<file path="src/rtl/mavg_pkg.sv">
// Shared constants, types and helpers for the moving-average filter.
// Imported by the delay line and the filter top level.
package mavg_pkg;

  localparam int MAVG_MAX_LOG2_TAPS = 6;

  // Wide enough to hold N for the largest legal window.
  typedef logic [MAVG_MAX_LOG2_TAPS:0] fill_t;

  function automatic int acc_width(input int width, input int log2_taps);
    return width + log2_taps;
  endfunction

endpackage

</file>
<file path="src/rtl/moving_avg_filter_if.sv">
// Sample stream and result bundle between the source, the filter and downstream logic.
// The master modport drives samples and flush; the slave modport is the filter.
interface moving_avg_filter_if #(
  parameter int WIDTH = 8
);
  logic                    clear;
  logic                    in_valid;
  logic signed [WIDTH-1:0] in_sample;
  logic                    out_valid;
  logic signed [WIDTH-1:0] result;
  logic                    primed;

  modport master (
    output clear, in_valid, in_sample,
    input  out_valid, result, primed
  );

  modport slave (
    input  clear, in_valid, in_sample,
    output out_valid, result, primed
  );
endinterface

</file>
<file path="src/rtl/mavg_delay_line.sv">
// N x WIDTH circular sample store; the entry at wr_ptr is the oldest sample
// and is presented combinationally so the running sum can retire it on the same edge.
module mavg_delay_line
  import mavg_pkg::*;
#(
  parameter int WIDTH     = 8,
  parameter int LOG2_TAPS = 2
) (
  input  logic                    CLK100MHZ,
  input  logic                    reset,
  input  logic                    flush,
  input  logic                    we,
  input  logic [LOG2_TAPS-1:0]    wr_ptr,
  input  logic signed [WIDTH-1:0] din,
  output logic signed [WIDTH-1:0] oldest
);

  localparam int N = 1 << LOG2_TAPS;

  logic signed [WIDTH-1:0] mem [N];

  always_ff @(posedge CLK100MHZ or posedge reset) begin
    if (reset) begin
      for (int i = 0; i < N; i++) mem[i] <= '0;
    end else if (flush) begin
      for (int i = 0; i < N; i++) mem[i] <= '0;
    end else if (we) begin
      mem[wr_ptr] <= din;
    end
  end

  assign oldest = mem[wr_ptr];

endmodule

</file>
<file path="src/rtl/moving_avg_filter.sv">
// N-tap boxcar filter with running sum, warm-up flag and synchronous flush.
// Define MAVG_ROUND_EN to round half toward +inf instead of flooring the average.
module moving_avg_filter
  import mavg_pkg::*;
#(
  parameter int WIDTH     = 8,
  parameter int LOG2_TAPS = 2
) (
  input logic                 CLK100MHZ,
  input logic                 reset,
  moving_avg_filter_if.slave  bus
);

  localparam int N  = 1 << LOG2_TAPS;
  localparam int AW = acc_width(WIDTH, LOG2_TAPS);

  logic [LOG2_TAPS-1:0]    wr_ptr;
  fill_t                   fill;
  fill_t                   fill_next;
  logic signed [AW-1:0]    sum;
  logic signed [AW-1:0]    sum_next;
  logic signed [WIDTH-1:0] oldest;
  logic signed [WIDTH-1:0] avg;
  logic                    accept;

  assign accept = bus.in_valid & ~bus.clear;

  mavg_delay_line #(
    .WIDTH     (WIDTH),
    .LOG2_TAPS (LOG2_TAPS)
  ) u_delay_line (
    .CLK100MHZ (CLK100MHZ),
    .reset     (reset),
    .flush     (bus.clear),
    .we        (accept),
    .wr_ptr    (wr_ptr),
    .din       (bus.in_sample),
    .oldest    (oldest)
  );

  // Zeroed entries retire as 0, so the sum is exact while the window fills.
  assign sum_next = sum
                  + {{LOG2_TAPS{bus.in_sample[WIDTH-1]}}, bus.in_sample}
                  - {{LOG2_TAPS{oldest[WIDTH-1]}}, oldest};

  assign fill_next = (fill == fill_t'(N)) ? fill : fill + 1'b1;

`ifdef MAVG_ROUND_EN
  localparam logic [AW:0] HALF = (AW+1)'(1) << (LOG2_TAPS - 1);
  logic signed [AW:0] rnd;
  assign rnd = {sum_next[AW-1], sum_next} + HALF;
  assign avg = WIDTH'(rnd >>> LOG2_TAPS);
`else
  assign avg = WIDTH'(sum_next >>> LOG2_TAPS);
`endif

  always_ff @(posedge CLK100MHZ or posedge reset) begin
    if (reset) begin
      sum           <= '0;
      fill          <= '0;
      wr_ptr        <= '0;
      bus.result    <= '0;
      bus.out_valid <= 1'b0;
    end else if (bus.clear) begin
      sum           <= '0;
      fill          <= '0;
      wr_ptr        <= '0;
      bus.result    <= '0;
      bus.out_valid <= 1'b0;
    end else if (accept) begin
      sum           <= sum_next;
      fill          <= fill_next;
      wr_ptr        <= wr_ptr + 1'b1;
      bus.result    <= avg;
      bus.out_valid <= (fill_next == fill_t'(N));
    end else begin
      bus.out_valid <= 1'b0;
    end
  end

  assign bus.primed = (fill == fill_t'(N));

endmodule

</file>
<file path="src/flat_wrapper.sv">
// flat-port wrapper written by rule: the top's interface ports become plain ports
module moving_avg_filter_flat import mavg_pkg::*;
#(
  parameter int WIDTH     = 8,
  parameter int LOG2_TAPS = 2
)
  (CLK100MHZ, reset, bus_clear, bus_in_valid, bus_in_sample, bus_out_valid, bus_result, bus_primed);
  moving_avg_filter_if #(.WIDTH(WIDTH)) bus_i ();
  input logic CLK100MHZ;
  input logic reset;
  input wire logic [$bits(bus_i.clear)-1:0] bus_clear;
  input wire logic [$bits(bus_i.in_valid)-1:0] bus_in_valid;
  input wire logic [$bits(bus_i.in_sample)-1:0] bus_in_sample;
  output wire logic [$bits(bus_i.out_valid)-1:0] bus_out_valid;
  output wire logic [$bits(bus_i.result)-1:0] bus_result;
  output wire logic [$bits(bus_i.primed)-1:0] bus_primed;
  assign bus_i.clear = bus_clear;
  assign bus_i.in_valid = bus_in_valid;
  assign bus_i.in_sample = bus_in_sample;
  assign bus_out_valid = bus_i.out_valid;
  assign bus_result = bus_i.result;
  assign bus_primed = bus_i.primed;
  moving_avg_filter #(.WIDTH(WIDTH), .LOG2_TAPS(LOG2_TAPS)) u_core (.CLK100MHZ(CLK100MHZ), .reset(reset), .bus(bus_i));
endmodule
</file>
<file path="config.mk">
export PLATFORM = sky130hd
export DESIGN_NAME = moving_avg_filter_flat
export DESIGN_NICKNAME = d
export VERILOG_FILES = /design/src/rtl/mavg_pkg.sv /design/src/rtl/moving_avg_filter_if.sv /design/src/rtl/mavg_delay_line.sv /design/src/rtl/moving_avg_filter.sv /design/src/flat_wrapper.sv
export SDC_FILE = /design/constraint.sdc
export NUM_CORES = 1
export LEC_CHECK = 0
export BUFFER_PORTS_ARGS = -buffer_cell sky130_fd_sc_hd__buf_2
export CORE_MARGIN = 1.5
export CORE_UTILIZATION = 30
export CTS_CLUSTER_SIZE = 14
export DETAILED_ROUTE_END_ITERATION = 6
export GPL_TIMING_DRIVEN = 0
export SETUP_SLACK_MARGIN = 0.15
export SKIP_CTS_REPAIR_TIMING = 1
export SLEW_MARGIN = 20
export SYNTH_ARGS = -nofsm -noshare
export SYNTH_HDL_FRONTEND = slang
export SYNTH_SLANG_ARGS = --single-unit
</file>
<file path="constraint.sdc">
create_clock -name CLK100MHZ -period 4.7 [get_ports CLK100MHZ]
set_input_delay 0.47 -clock CLK100MHZ [delete_from_list [all_inputs] [get_ports CLK100MHZ]]
set_output_delay 0.47 -clock CLK100MHZ [all_outputs]
set_load 0.02 [all_outputs]
</file>
# After elaboration in Yosys (flattened, before gate mapping)
# Index checks and enable logic that the tools add are counted.
[op_classes]
n_addsub = 4
n_lt_le_gt_ge = 2
eq_ne = 2
n_mux = 19
n_bitwise = 3
n_reduce_logical = 2
[op_table]
columns = ["operator", "n"]
rows = [
  ["2-to-1 mux 32 bit", 2],
  ["2-to-1 mux 8 bit", 5],
  ["bitwise mux 32 bit", 1],
  ["2-to-1 mux 7 bit", 3],
  ["2-to-1 mux 10 bit", 2],
  ["binary-select mux 8 bit (select 2 bit)", 1],
  ["demux 8 bit (select 2 bit)", 1],
  ["== test 7 x 3 -> 1 bit (second input constant)", 2],
  ["adder 10 bit", 1],
  ["subtractor 10 bit", 1],
  ["adder 7 x 1 -> 7 bit (second input constant)", 1],
  ["2-to-1 mux 2 bit", 2],
  ["greater-or-equal comparator 3 bit (second input constant)", 1],
  ["< comparator 3 x 1 -> 1 bit (second input constant)", 1],
  ["NOT 2 -> 3 bit", 1],
  ["adder 2 x 1 -> 2 bit (second input constant)", 1],
  ["2-to-1 mux 1 bit", 2],
  ["nonzero test 2 bit", 1],
  ["AND 1 bit", 1],
  ["logical AND 1 bit", 1],
  ["NOT 1 bit", 1],
]
[word_totals]
reg_bits = 60
inputBits = 12
output_inout_bits = 10
wordCells = 41

# Longest topological paths before layout
# Gate-level depths: netlist of run 1.
[logic_depth]
word_depth = 8
depth_mapped = 12
mapped_depth_nobuf = 11

# Hierarchy
# A second synthesis of run 1 with hierarchy kept.
[hier_totals]
cells_unflattened = 319
hier_area_um2 = 3348.2
[modules_own_cells]
columns = ["module", "instances", "cells_per_inst", "area_each_um2", "seq_area_each_um2"]
rows = [
  ["moving_avg_filter", 1, 190, 1697.9, 500.5],
  ["mavg_delay_line", 1, 129, 1650.3, 800.8],
]

# Least setup slack after synthesis of run 1
# OpenSTA, ideal clock, no wires.
[synth_timing]
path_kind = "register to register"
from = "register u_core.wr_ptr[0]"
to = "register u_core.bus.result[7]"
setup_ps = 128
arrival_time_ps = 3224
required_time_ps = 4572
setup_slack_ps = 1348
path_stages_with_launch = 12
n_path_buf = 1
period_less_slack_ps = 3352
cell_sequence = "dfrtp_1 -> buf_2 -> mux4_2 -> fa_1 -> inv_1 -> ha_1 -> a21o_1 -> a21o_1 -> a21o_1 -> a31oi_2 -> mux2i_1 -> mux2_1"
[synth_via]
elab_chain_cells = 7
[synth_lines]
columns = ["item", "line_no", "source"]
rows = [
  ["start, declared", "moving_avg_filter.sv:17", "logic [LOG2_TAPS-1:0] wr_ptr;"],
  ["start signal, assigned", "moving_avg_filter.sv:73", "wr_ptr <= wr_ptr + 1'b1;"],
  ["NOT 2 -> 3 bit (not written as such)", "mavg_delay_line.sv:32", "assign oldest = mem[wr_ptr];"],
  ["binary-select mux 8 bit (select 2 bit)", "mavg_delay_line.sv:32", ""],
  ["2-to-1 mux 8 bit (not written as such) (2 in series)", "mavg_delay_line.sv:32", ""],
  ["subtractor 10 bit", "moving_avg_filter.sv:44", "- {{LOG2_TAPS{oldest[WIDTH-1]}}, oldest};"],
  ["2-to-1 mux 8 bit", "moving_avg_filter.sv:70", "end else if (accept) begin"],
  ["2-to-1 mux 8 bit", "moving_avg_filter.sv:64", "end else if (bus.clear) begin"],
  ["end signal, assigned", "moving_avg_filter.sv:74", "bus.result <= avg;"],
  ["end, declared", "moving_avg_filter_if.sv:20", "output out_valid, result, primed"],
]
# Every way passes these cells. The select of a mux whose other input is x is not followed.
# A chain may end at the register's enable or synchronous reset.

# Worst setup path after layout of run 1
[layout_timing]
from = "register u_core.wr_ptr[1]"
to = "register u_core.bus.result[7]"
# Same word-level chain as after synthesis.

==> summary.md, run 1 <==
| Metric | Value |
|---|---|
| Run status | finished clean |
| Post-synth EDFFs | 0 |
| Library cell occupying the most area in the post-synthesis netlist | dfrtp_1 |
| Kind of end point of the critical path | register |
| Die Outline Area | 11400 sq um |
| I/O pin count | 22 |
| Wire length of the first global-routing pass | 13.0 mm |
| Buffer depth of the longest clock path | 2 |
| Synthesized Nets | 390 |
| Clock buffers created by TritonCTS | 5 |
| Nets | 417 |
| Yosys reg bits | 52 |
| Final min period | 3.63 ns |
| Global-route usage over all layers | 0.146 |
| Worst skew pair latency | 0.30 ns |
| Routability cong. | 0.760 |
| Clock transition at the registers of the reported paths | 0.10 ns |
| H-tree depth | 2 |
| Overall die height | 107 um |
| Path category of the worst min-delay check | in -> async |
| Power density over the cells | 418 nW/um^2 |
| Effective utilization at floorplan | 0.312 |
| Setup slack after layout | 1.07 ns |
| Post-synthesis to final-layout area growth | 11.4% |
| Slew headroom | 0.546 |
| Register-to-Register Setup Slack | 1.07 ns |
| CTS tree | yes |
| Part of the Yosys area used for sequential elements | 0.402 |
| Final-layout worst hold slack | 0.237 ns |
| Dominant register cell in the synthesized netlist | dfrtp_1 |
| TNS Setup | 0 ns |
| Leading post-synthesis cells by cell area | dfrtp_1 (40%), ha_1 (6.6%), a21oi_1 (6.2%), nand3_1 (5.9%), fa_1 (5.6%) |
| Number of max-cap violations | 0 |
| Final Cycle Share | 0.772 |
| Number of antenna diodes | 0 |
| CP required | 4.89 ns |
| Reported leakage power | 0.00169 uW |
| Count of input and output buffers | 20 |
| Fraction of registers with async set or reset after synthesis | 1.00 |
| Maximum achievable frequency | 276 MHz |
| Synthesized cell area | 3230 sq um |
| CTS root buffer | clkbuf_8 |
| Startpoint of the worst register-to-register path | u_core.wr_ptr[1] |
| Category of the critical setup timing path | reg -> reg |
| Gate count of the mapped netlist | 352 |
| Initial antenna violation count | 0 |
| CP max FO | 10 |
| Largest net degree at the start of global routing | 53 |
| Core area | 10400 sq um |
| Share of the synthesized area in the top cell type | 0.402 |
| Number of clock sinks seen by CTS | 52 |
| Iteration-0 DRC Markers | 126 |
| Number of global-route vias before repair | 2513 |
| Number of placement rows | 37 |
| Hold Vio Cnt, Final | 0 |
| Final Setup Violations | 0 |
| Synth Warn # | 0 |
| HPWL after DPL | 5.49 mm |
| DRT Wirelength | 7.85 mm |
| Number of max-slew violations in the final report | 0 |
| Worst setup startpoint | u_core.wr_ptr[1] |
| Ratio of cells with drive above 1 in the final layout | 0.137 |
| Worst voltage drop across the vdd grid | 0.159 mV |
| Remaining global-route overflow | 0 |
| Mean cell area of the mapped netlist | 9.18 sq um |
| Die span in x | 107 um |
| Pre-CTS setup slack | 1.10 ns |
| Worst clock skew on the final layout | 0.00605 ns |
| Post-detailed-route wirelength per cell | 15.2 um |
| Slew at the pin closest to its max-slew limit | 0.681 ns |
| Worst Setup Start Kind | register |
| Routed via count | 2510 |
| RSZ-0062 raised after global routing | false |
| 1st-pass router iterations | 4 |
| Number of DRC violations after detailed routing | 0 |
| Post-synth cell types | 37 |
| Vias per cell | 4.86 |
| Worst endpoint data arrival time | 3.82 ns |
| Post-DRT Antenna Nets | 0 |
-- final cells by class --
type,count,area (sq um)
inverters,42,160
well taps,136,170
flip-flops and latches,52,1300
multi-input cells,229,1630
plain buffers,29,143
repair buffers,20,100
clock inverters,2,13.8
clock buffers,6,82.6
fillers,1069,6770
-- logic make-up (layout without fill, tap and decap cells) --
group | after synthesis | in the layout | synth area share
compound gates | 58 | 58 | 0.102
xor+xnor | 13 | 13 | 0.0352
fa+ha+maj | 26 | 26 | 0.122
buf+inv | 71 | 99 | 0.0929
flops | 52 | 52 | 0.402
mux | 17 | 17 | 0.0840
simple gates | 115 | 115 | 0.162
-- through the flow --
| step | std cells | cell area, sq um | util | total power, uW |
|---|---|---|---|---|
| 3_3_place_gp | 508 | 3500 | 0.338 | 1220 |
| 4_1_cts | 516 | 3600 | 0.347 | 1530 |
| 3_5_place_dp | 508 | 3510 | 0.338 | 1250 |
| 5_1_grt | 516 | 3600 | 0.347 | 1630 |
| 6_report | 516 | 3600 | 0.347 | 1510 |
| 2_1_floorplan | 352 | 3230 | - | 1080 |
-- per-layer routing --
layer / routed length, um / track usage / share of wire
met1: 3600 / 0.201 / 0.46
met4: 29 / 0.0248 / 0.0037
met5: 0 / 0 / 0
met3: 357 / 0.0225 / 0.045
met2: 3860 / 0.247 / 0.49
-- power breakdown --
part,internal (uW),switching [uW],total (uW)
Combinational,307,400,707
Clock,121,153,274
Sequential,494,30.8,524
-- cells in the final DEF (no fill, tap or decap), drive strengths merged, types with 2 or more instances in the layout --
cell,netlist,routed
a31oi,2,2
mux2i,8,8
fa,9,9
xor2,7,7
nor3,2,2
a21oi,40,40
nor4,3,3
nand3,38,38
nor2,17,17
buf,12,32
mux4,8,8
xnor2,6,6
inv,42,43
nand4,3,3
dfrtp,52,52
nand2,43,43
a211oi,2,2
or3,3,3
o21ai,4,4
a21o,5,5
clkbuf,17,23
ha,17,17
-- path summary, 6_finish.rpt --
kind | end | cells past startpoint
worst max-delay path | u_core.bus.result[7] | 11
worst min-delay path | u_core.sum[0] | 2
worst max register to register | u_core.bus.result[7] | 11
worst min register to register | u_core.u_delay_line.mem[28] | 2
max in group asynchronous | u_core.sum[6] | 2
min in group CLK100MHZ | u_core.u_delay_line.mem[9] | 3
-- worst max-delay path: stages (launching register included) --
cell and delay, ns:
dfrtp_1 0.38, clkbuf_1 0.51, mux4_2 0.42, fa_1 0.50, inv_1 0.05, ha_1 0.35
a21o_1 0.21, a21o_1 0.19, a21o_1 0.19, a31oi_2 0.16, mux2i_1 0.23, mux2_1 0.34
-- synth_stat cells, types with 3 or more instances --
master	instances
a21o_1	5
a21oi_1	40
buf_2	3
buf_4	8
clkbuf_1	17
dfrtp_1	52
fa_1	9
ha_1	17
inv_1	42
mux2i_1	8
mux4_2	8
nand2_1	43
nand3_1	38
nand4_1	3
nor2_1	17
nor4_1	3
o21ai_0	4
or3_1	3
xnor2_1	6
xor2_1	7
-- registers in the layout, indices dropped and copies added (netlist names) --
name and cells:
u_core.bus.out_valid 1, u_core.fill 7, u_core.bus.result 1, u_core.u_delay_line.mem 32, u_core.wr_ptr 2, u_core.sum 9
Power figures use the tool's default switching activity.
==> inputs of run 2 (changes only) <==
clock period = 3.8 ns   (was 4.7 ns; I/O delays follow)
==> summary.md, run 2 (same netlist as run 1, synthesis figures left out) <==
| Metric | Value |
|---|---|
| Power density over the cells | 518 nW/um^2 |
| Path category of the worst min-delay check | in -> async |
| Number of max-slew violations in the final report | 0 |
| TNS Setup | 0 ns |
| CTS root buffer | clkbuf_8 |
| Vias per cell | 4.95 |
| Final Setup Violations | 0 |
| Iteration-0 DRC Markers | 124 |
| Reported leakage power | 0.00169 uW |
| Final instance count without filler cells | 516 |
| Finished Core Util | 0.348 |
| Most flop-heavy register | u_core.u_delay_line.mem |
| HPWL after DPL | 5.49 mm |
| Worst clock skew on the final layout | 0.00769 ns |
| Post-detailed-route wirelength per cell | 15.3 um |
| DRT Wirelength | 7.91 mm |
| Die Outline Area | 11400 sq um |
| RSZ-0062 raised after global routing | false |
| Commonest cells after routing, fill and taps aside | dfrtp_1 (52), nand2_1 (43), inv_1 (41) |
| Clock transition at the registers of the reported paths | 0.10 ns |
| Number of max-cap violations | 0 |
| Number of antenna diodes | 0 |
| Crit path max-delay cell type | mux4_2 |
| # placed instances | 508 |
| CTS tree | yes |
| Initial antenna violation count | 0 |
| Kind of end point of the critical path | register |
| Buffer depth of the longest clock path | 2 |
| Post-synthesis to final-layout area growth | 11.6% |
| Leading registers by flop count | u_core.u_delay_line.mem x32, u_core.sum x9, u_core.fill x7 |
| Remaining global-route overflow | 0 |
| Core area | 10400 sq um |
| Die span in x | 107 um |
| Category of the critical setup timing path | reg -> reg |
| Count of input and output buffers | 20 |
| Worst skew pair latency | 0.31 ns |
| Final min period | 3.48 ns |
| Bufs and invs on worst path | 2 |
| Worst Setup Start Kind | register |
| Run status | finished clean |
| Global-route usage over all layers | 0.146 |
| Number of clock sinks seen by CTS | 52 |
| CP required | 3.99 ns |
| Final Cycle Share | 0.916 |
| Post-layout total power | 1870 uW |
| H-tree depth | 2 |
| 1st-pass router iterations | 5 |
| Wire length of the first global-routing pass | 13.0 mm |
| Post-DRT Antenna Nets | 0 |
| Worst voltage drop across the vdd grid | 0.198 mV |
| Nets | 417 |
| Worst endpoint data arrival time | 3.67 ns |
| Routed via count | 2552 |
| CP max FO | 10 |
| Most Frequent Cell on Critical Path | a21o_1 |
| Ratio of cells with drive above 1 in the final layout | 0.139 |
| Effective utilization at floorplan | 0.312 |
| Overall die height | 107 um |
| Crit-path leading delay family | multiplexers |
| I/O pin count | 22 |
| Routability cong. | 0.760 |
| Worst stage delay on the critical path | 0.53 ns |
| Number of DRC violations after detailed routing | 0 |
| Largest register FFs | 32 |
| Number of global-route vias before repair | 2513 |
| Most frequent standard cell in the layout excluding fill and tap cells | dfrtp_1 |
| Critical-path cell list | buf_6 > mux4_2 > fa_1 > inv_1 > ha_1 > a21o_1 > a21o_1 > a21o_1 > a31oi_2 > mux2i_1 > mux2_1 |
| Largest net degree at the start of global routing | 53 |
| Maximum achievable frequency | 287 MHz |
| Slew headroom | 0.548 |
| Clock buffers created by TritonCTS | 5 |
| Slew at the pin closest to its max-slew limit | 0.678 ns |
| Number of placement rows | 37 |
| Hold Vio Cnt, Final | 0 |
## run 2: cell types whose count changed in the layout (fill, tap and decap cells not counted)
cell,change
buf_6,+1
buf_2,-1
clkbuf_2,+1
clkbuf_1,-1
## run 2: through the flow
| step | setup WS (ns) | hold slack, ns | instance area (sq um) |
|---|---|---|---|
| after floorplan | 0.448 | 0.486 | 3230 |
| after detailed placement | 0.199 | 0.516 | 3510 |
| after CTS | 0.143 | 0.197 | 3600 |
| after global routing | 0.157 | 0.220 | 3610 |
| after global placement | 0.190 | 0.506 | 3500 |
| final | 0.320 | 0.146 | 3610 |
## run 2: cell type report
| type | instances | area, sq um |
|---|---|---|
| fillers | 1074 | 6760 |
| multi-input cells | 229 | 1630 |
| flip-flops and latches | 52 | 1300 |
| well taps | 136 | 170 |
| inverters | 42 | 160 |
| plain buffers | 29 | 150 |
| repair buffers | 20 | 100 |
| clock buffers | 6 | 82.6 |
| clock inverters | 2 | 13.8 |
## run 2: power by group
| group | switching, uW | leakage [uW] | internal (uW) |
|---|---|---|---|
| Sequential | 38.7 | 0.000710 | 611 |
| Clock | 192 | 0.0000516 | 150 |
| Combinational | 497 | 0.000932 | 382 |
## run 2: worst paths after layout
| path | endpoint | from | slack [ns] | cells after the start |
|---|---|---|---|---|
| worst max-delay path | u_core.bus.result[7] | u_core.wr_ptr[0] | 0.32 | 11 |
| worst min-delay path | u_core.sum[0] | reset | 0.15 | 2 |
| worst max register to register | u_core.bus.result[7] | u_core.wr_ptr[0] | 0.32 | 11 |
| worst min register to register | u_core.u_delay_line.mem[28] | u_core.u_delay_line.mem[28] | 0.52 | 2 |
| max in group asynchronous | u_core.sum[6] | reset | 3.17 | 2 |
| min in group CLK100MHZ | u_core.u_delay_line.mem[9] | bus_in_sample[1] | 0.35 | 3 |
## run 2: layer usage
metal / up-vias / track usage / routed length (um)
li1: 1218 / - / -
met3: 4 / 0.0225 / 292
met5: - / 0 / 0
met1: 1270 / 0.201 / 3710
met2: 60 / 0.247 / 3880
met4: 0 / 0.0248 / 28
